$ cat src/rtl/counter_pwm.sv
// counter_pwm: registered PWM driven by an external free-running counter, with a shadowed duty that is applied only at period start.
// Optional COUNTER_PWM_PERIOD_CNT_EN adds a saturating 16-bit period counter output.
`default_nettype none

module counter_pwm #(
  parameter int               CNT_WIDTH  = 3,
  parameter logic [CNT_WIDTH:0] DUTY_RESET = '0
) (
  input  logic                 clk,
  input  logic                 reset,
  input  logic [CNT_WIDTH-1:0] cnt_in,
  input  logic                 en,
  input  logic [CNT_WIDTH:0]   duty_in,
  input  logic                 duty_valid,
  output logic                 duty_ready,
  output logic                 pwm_out,
`ifdef COUNTER_PWM_PERIOD_CNT_EN
  output logic [15:0]          period_cnt,
`endif
  output logic                 period_done
);

  localparam logic [0:0] S_EMPTY = 1'b0;
  localparam logic [0:0] S_FULL  = 1'b1;

  logic [0:0]         state_q, state_d;
  logic [CNT_WIDTH:0] pending_q, pending_d;
  logic [CNT_WIDTH:0] active_q, active_d;
  logic               pwm_q, pwm_d;
  logic               done_q, done_d;
  logic               period_start;
  logic               transfer;
  logic               accept;
  logic [CNT_WIDTH:0] duty_eff;

  assign period_start = (cnt_in == '0);
  assign transfer     = (state_q == S_FULL) && period_start;
  assign accept       = duty_valid && duty_ready;

  // The transferred value is used by the compare in the same cycle, so a new duty covers a full period.
  assign duty_eff = transfer ? pending_q : active_q;

  always_ff @(posedge clk or posedge reset) begin
    if (reset) begin
      state_q <= S_EMPTY;
    end else begin
      state_q <= state_d;
    end
  end

  always_comb begin
    state_d = state_q;
    case (state_q)
      S_EMPTY: if (duty_valid) state_d = S_FULL;
      S_FULL:  if (period_start) state_d = S_EMPTY;
      default: state_d = S_EMPTY;
    endcase
  end

  always_comb begin
    duty_ready = (state_q == S_EMPTY);
  end

  always_comb begin
    pending_d = accept ? duty_in : pending_q;
    active_d  = transfer ? pending_q : active_q;
    pwm_d     = en && ({1'b0, cnt_in} < duty_eff);
    done_d    = &cnt_in;
  end

  always_ff @(posedge clk or posedge reset) begin
    if (reset) begin
      pending_q <= '0;
      active_q  <= DUTY_RESET;
      pwm_q     <= 1'b0;
      done_q    <= 1'b0;
    end else begin
      pending_q <= pending_d;
      active_q  <= active_d;
      pwm_q     <= pwm_d;
      done_q    <= done_d;
    end
  end

  assign pwm_out     = pwm_q;
  assign period_done = done_q;

`ifdef COUNTER_PWM_PERIOD_CNT_EN
  logic [15:0] pcnt_q, pcnt_d;

  always_comb begin
    pcnt_d = pcnt_q;
    if (done_d && (pcnt_q != 16'hFFFF)) pcnt_d = pcnt_q + 16'd1;
  end

  always_ff @(posedge clk or posedge reset) begin
    if (reset) begin
      pcnt_q <= 16'd0;
    end else begin
      pcnt_q <= pcnt_d;
    end
  end

  assign period_cnt = pcnt_q;
`endif

endmodule

`default_nettype wire

$ cat config.mk
export PLATFORM = sky130hd
export DESIGN_NAME = counter_pwm
export DESIGN_NICKNAME = d
export VERILOG_FILES = /design/src/rtl/counter_pwm.sv
export SDC_FILE = /design/constraint.sdc
export NUM_CORES = 1
export LEC_CHECK = 0
export ABC_CLOCK_PERIOD_IN_PS = 5900
export CORE_AREA = 2 2 39 41
export DETAILED_ROUTE_END_ITERATION = 8
export DIE_AREA = 0 0 41 43
export PLACE_DENSITY_LB_ADDON = 0.15
export SYNTH_ARGS = -nofsm -noshare
export SYNTH_HDL_FRONTEND = slang
export SYNTH_SLANG_ARGS = --single-unit
$ cat constraint.sdc
create_clock -name clk -period 5.9 [get_ports clk]
set_input_delay 1.18 -clock clk [delete_from_list [all_inputs] [get_ports clk]]
set_output_delay 1.18 -clock clk [all_outputs]
set_load 0.02 [all_outputs]
==> impl_metrics.tcl <==
set metrics [dict create \
    numPortBuffers 13 \
    fill_cells 131 \
    total_leakage_power_nw 0.3019 \
    rows 14 \
    finalSetupViolCount 0 \
    first_pass_iters 1 \
    critical_path.startpoint "cnt_in[0]" \
    synth_nets 48 \
    clkSinkCount 11 \
    hold_start "active_q[2]" \
    wl_per_cell_um 11.71 \
    antenna_cells 0 \
    drv_cap 0 \
    die_w_um 41 \
    gr-usage-all-layers_pct 11.94 \
    synth-edff-count 0 \
    fin_util_pct 48.46 \
    ant_nets 0 \
    fin_skew_ps 4.551 \
    clock_latency_ps 260 \
    r2r-end "pwm_out" \
    ctsHoldBuffers 0 \
    syn_area_um2 494.2 \
    synth_cell_type_count 14 \
    min_path_type "reg2reg" \
    syn_inst 35 \
    endpoint_kind "flop" \
    period_share_pct 52.50 \
    worst_ep_arrival_time_ps 3240 \
    endpoint "pwm_out" \
    r2r_cells 7 \
    drt_iter0_markers 0 \
    r2r_start "state_q" \
    place_congestion 0.7008 \
    core_um2 1384 \
    grt_pass1_wl_um 1317 \
    setup-tns-final_ps 0 \
    crit_required_ps 6050 \
    remaining_drc_errors 0 \
    numCtsBuffers 3 \
    path_clk_slew_ps 70 \
    cts-root-buf "clkbuf_4" \
    dp_hpwl_um 616 \
    vias 296 \
    die_h_um 43 \
    synthTopCellsByCount "11 x dfrtp_1, 5 x inv_1, 5 x mux2_2" \
    yosysMostFrequentCell "dfrtp_1" \
    peakVddDrop_mv 0.1298 \
    grt_overflow 0 \
    reg2reg_slack_ps 3900 \
    power.density_nw_per_um2 335.2 \
    period_needed_ps 3097 \
    antenna_found_initial 0 \
    start_util_pct 35.71 \
    grt_max_degree 12 \
    post_cts_buffers 0 \
    drive_above_1_share_pct 26.92 \
    via_per_inst 4.353 \
    synthTopCellsByArea "dfrtp_1 56%, mux2_2 11%, mux2_4 6.1%" \
    yosys.area.top_type "dfrtp_1" \
    cts_tree "built" \
    timing.fmax_ghz 0.3229 \
    rsz0062_at_grt "false" \
    clockBufferDepth 2 \
    worst_pin_slew_ps 431.2 \
    async_flop_share_pct 100.0 \
    crit_fanout 5 \
    slew_violations 0 \
    io_pins 14 \
    crit_path_start_kind "input pin" \
    htreeDepth 1 \
    outcome "finished clean" \
    drt_wl_total_um 796 \
    yosys_warnings 0 \
    synth_area_per_cell_um2 14.12 \
    syn_to_final_growth_pct 35.70 \
    fin_nets 66 \
    netlist.area_leader.share_pct 55.70 \
    grt_pass1_vias 324 \
    ys.flop_type "dfrtp_1" \
    synth_seq_cells 11 \
    cts-resized-gates 0 \
    maxSlewHeadroom_pct 71.13 \
    final-hold-violation-count 0 \
    crit_type "in2reg" \
    die_area_um2 1763 \
    seq_area_frac_synth_pct 55.70 \
]
==> critical path, cell delays in order <==
cell	delay, ps
clkdlybuf4s50_1	480
nor4b_4	490
mux2_2	400
inv_1	60
ha_1	150
o21ai_0	110
a221oi_2	310
nor2b_2	60
==> logic make-up after synthesis <==
logic type	Yosys count	share of synthesized area, %
AOI/OAI and AO/OA	2	4.049
adders and majority gates	2	5.062
buffers and inverters	5	3.798
DFF	11	55.70
muxes	8	19.49
and+or+nand+nor	7	11.90
==> report_power, final <==
| part | internal, mW | leakage [nW] | total, mW | switching, mW |
|---|---|---|---|---|
| Combinational | 0.0399 | 0.157 | 0.0689 | 0.0289 |
| Clock | 0.0261 | 0.0150 | 0.0497 | 0.0236 |
| Sequential | 0.0985 | 0.130 | 0.106 | 0.00778 |
==> area by class of cell <==
class / count / area (um2) / share of cell area (%)
clock buffers: 4 / 26.28 / 3.918
inverters: 5 / 18.77 / 2.799
multi-input cells: 19 / 200.2 / 29.85
flip-flops and latches: 11 / 275.3 / 41.04
well taps: 16 / 20.02 / 2.985
repair buffers: 13 / 130.1 / 19.40
==> worst min-delay path by stage <==
stage                   endpoint  slack, ps  cells after the start
floorplan            active_q[2]        450                      2
global placement     active_q[2]        480                      2
detailed placement   active_q[2]        480                      2
CTS                  active_q[2]        500                      2
global route        pending_q[0]        520                      1
finish               active_q[2]        500                      2
==> stage by stage <==
stage               cell area (um2)  total power [mW]  hold WS [ps]  instances  worst slack (ps)
floorplan                     494.2            0.1555         452.0         35              3177
global placement              644.4            0.1762         484.4         64              2523
detailed placement            644.4            0.1779         482.9         64              2497
CTS                           670.6            0.2298         500.3         68              2787
global route                  670.6            0.2467         522.1         68              2670
finish                        670.6            0.2248         497.3         68              2803
==> routing by layer <==
metal | GRT usage, % | wire [um] | vias to the layer above
li1 | - | - | 152
met1 | 15.59 | 382 | 131
met2 | 14.69 | 326 | 11
met3 | 3.141 | 76 | 2
met4 | 12.00 | 11 | 0
met5 | 0 | 0 | -
==> cell usage in the layout (no fill, tap or decap), types with 2 or more instances in the layout <==
cell and count:
clkdlybuf4s50_1 13, nor2_1 2, clkbuf_4 3, ha_1 2, inv_1 5, mux2_2 5
mux2_4 2, dfrtp_1 11
==> state kept, by name, indices dropped and copies added, names as in the netlist <==
name         count
active_q         4
pending_q        4
period_done      1
pwm_out          1
state_q          1
Note: power is estimated with default switching activity, not from simulation.
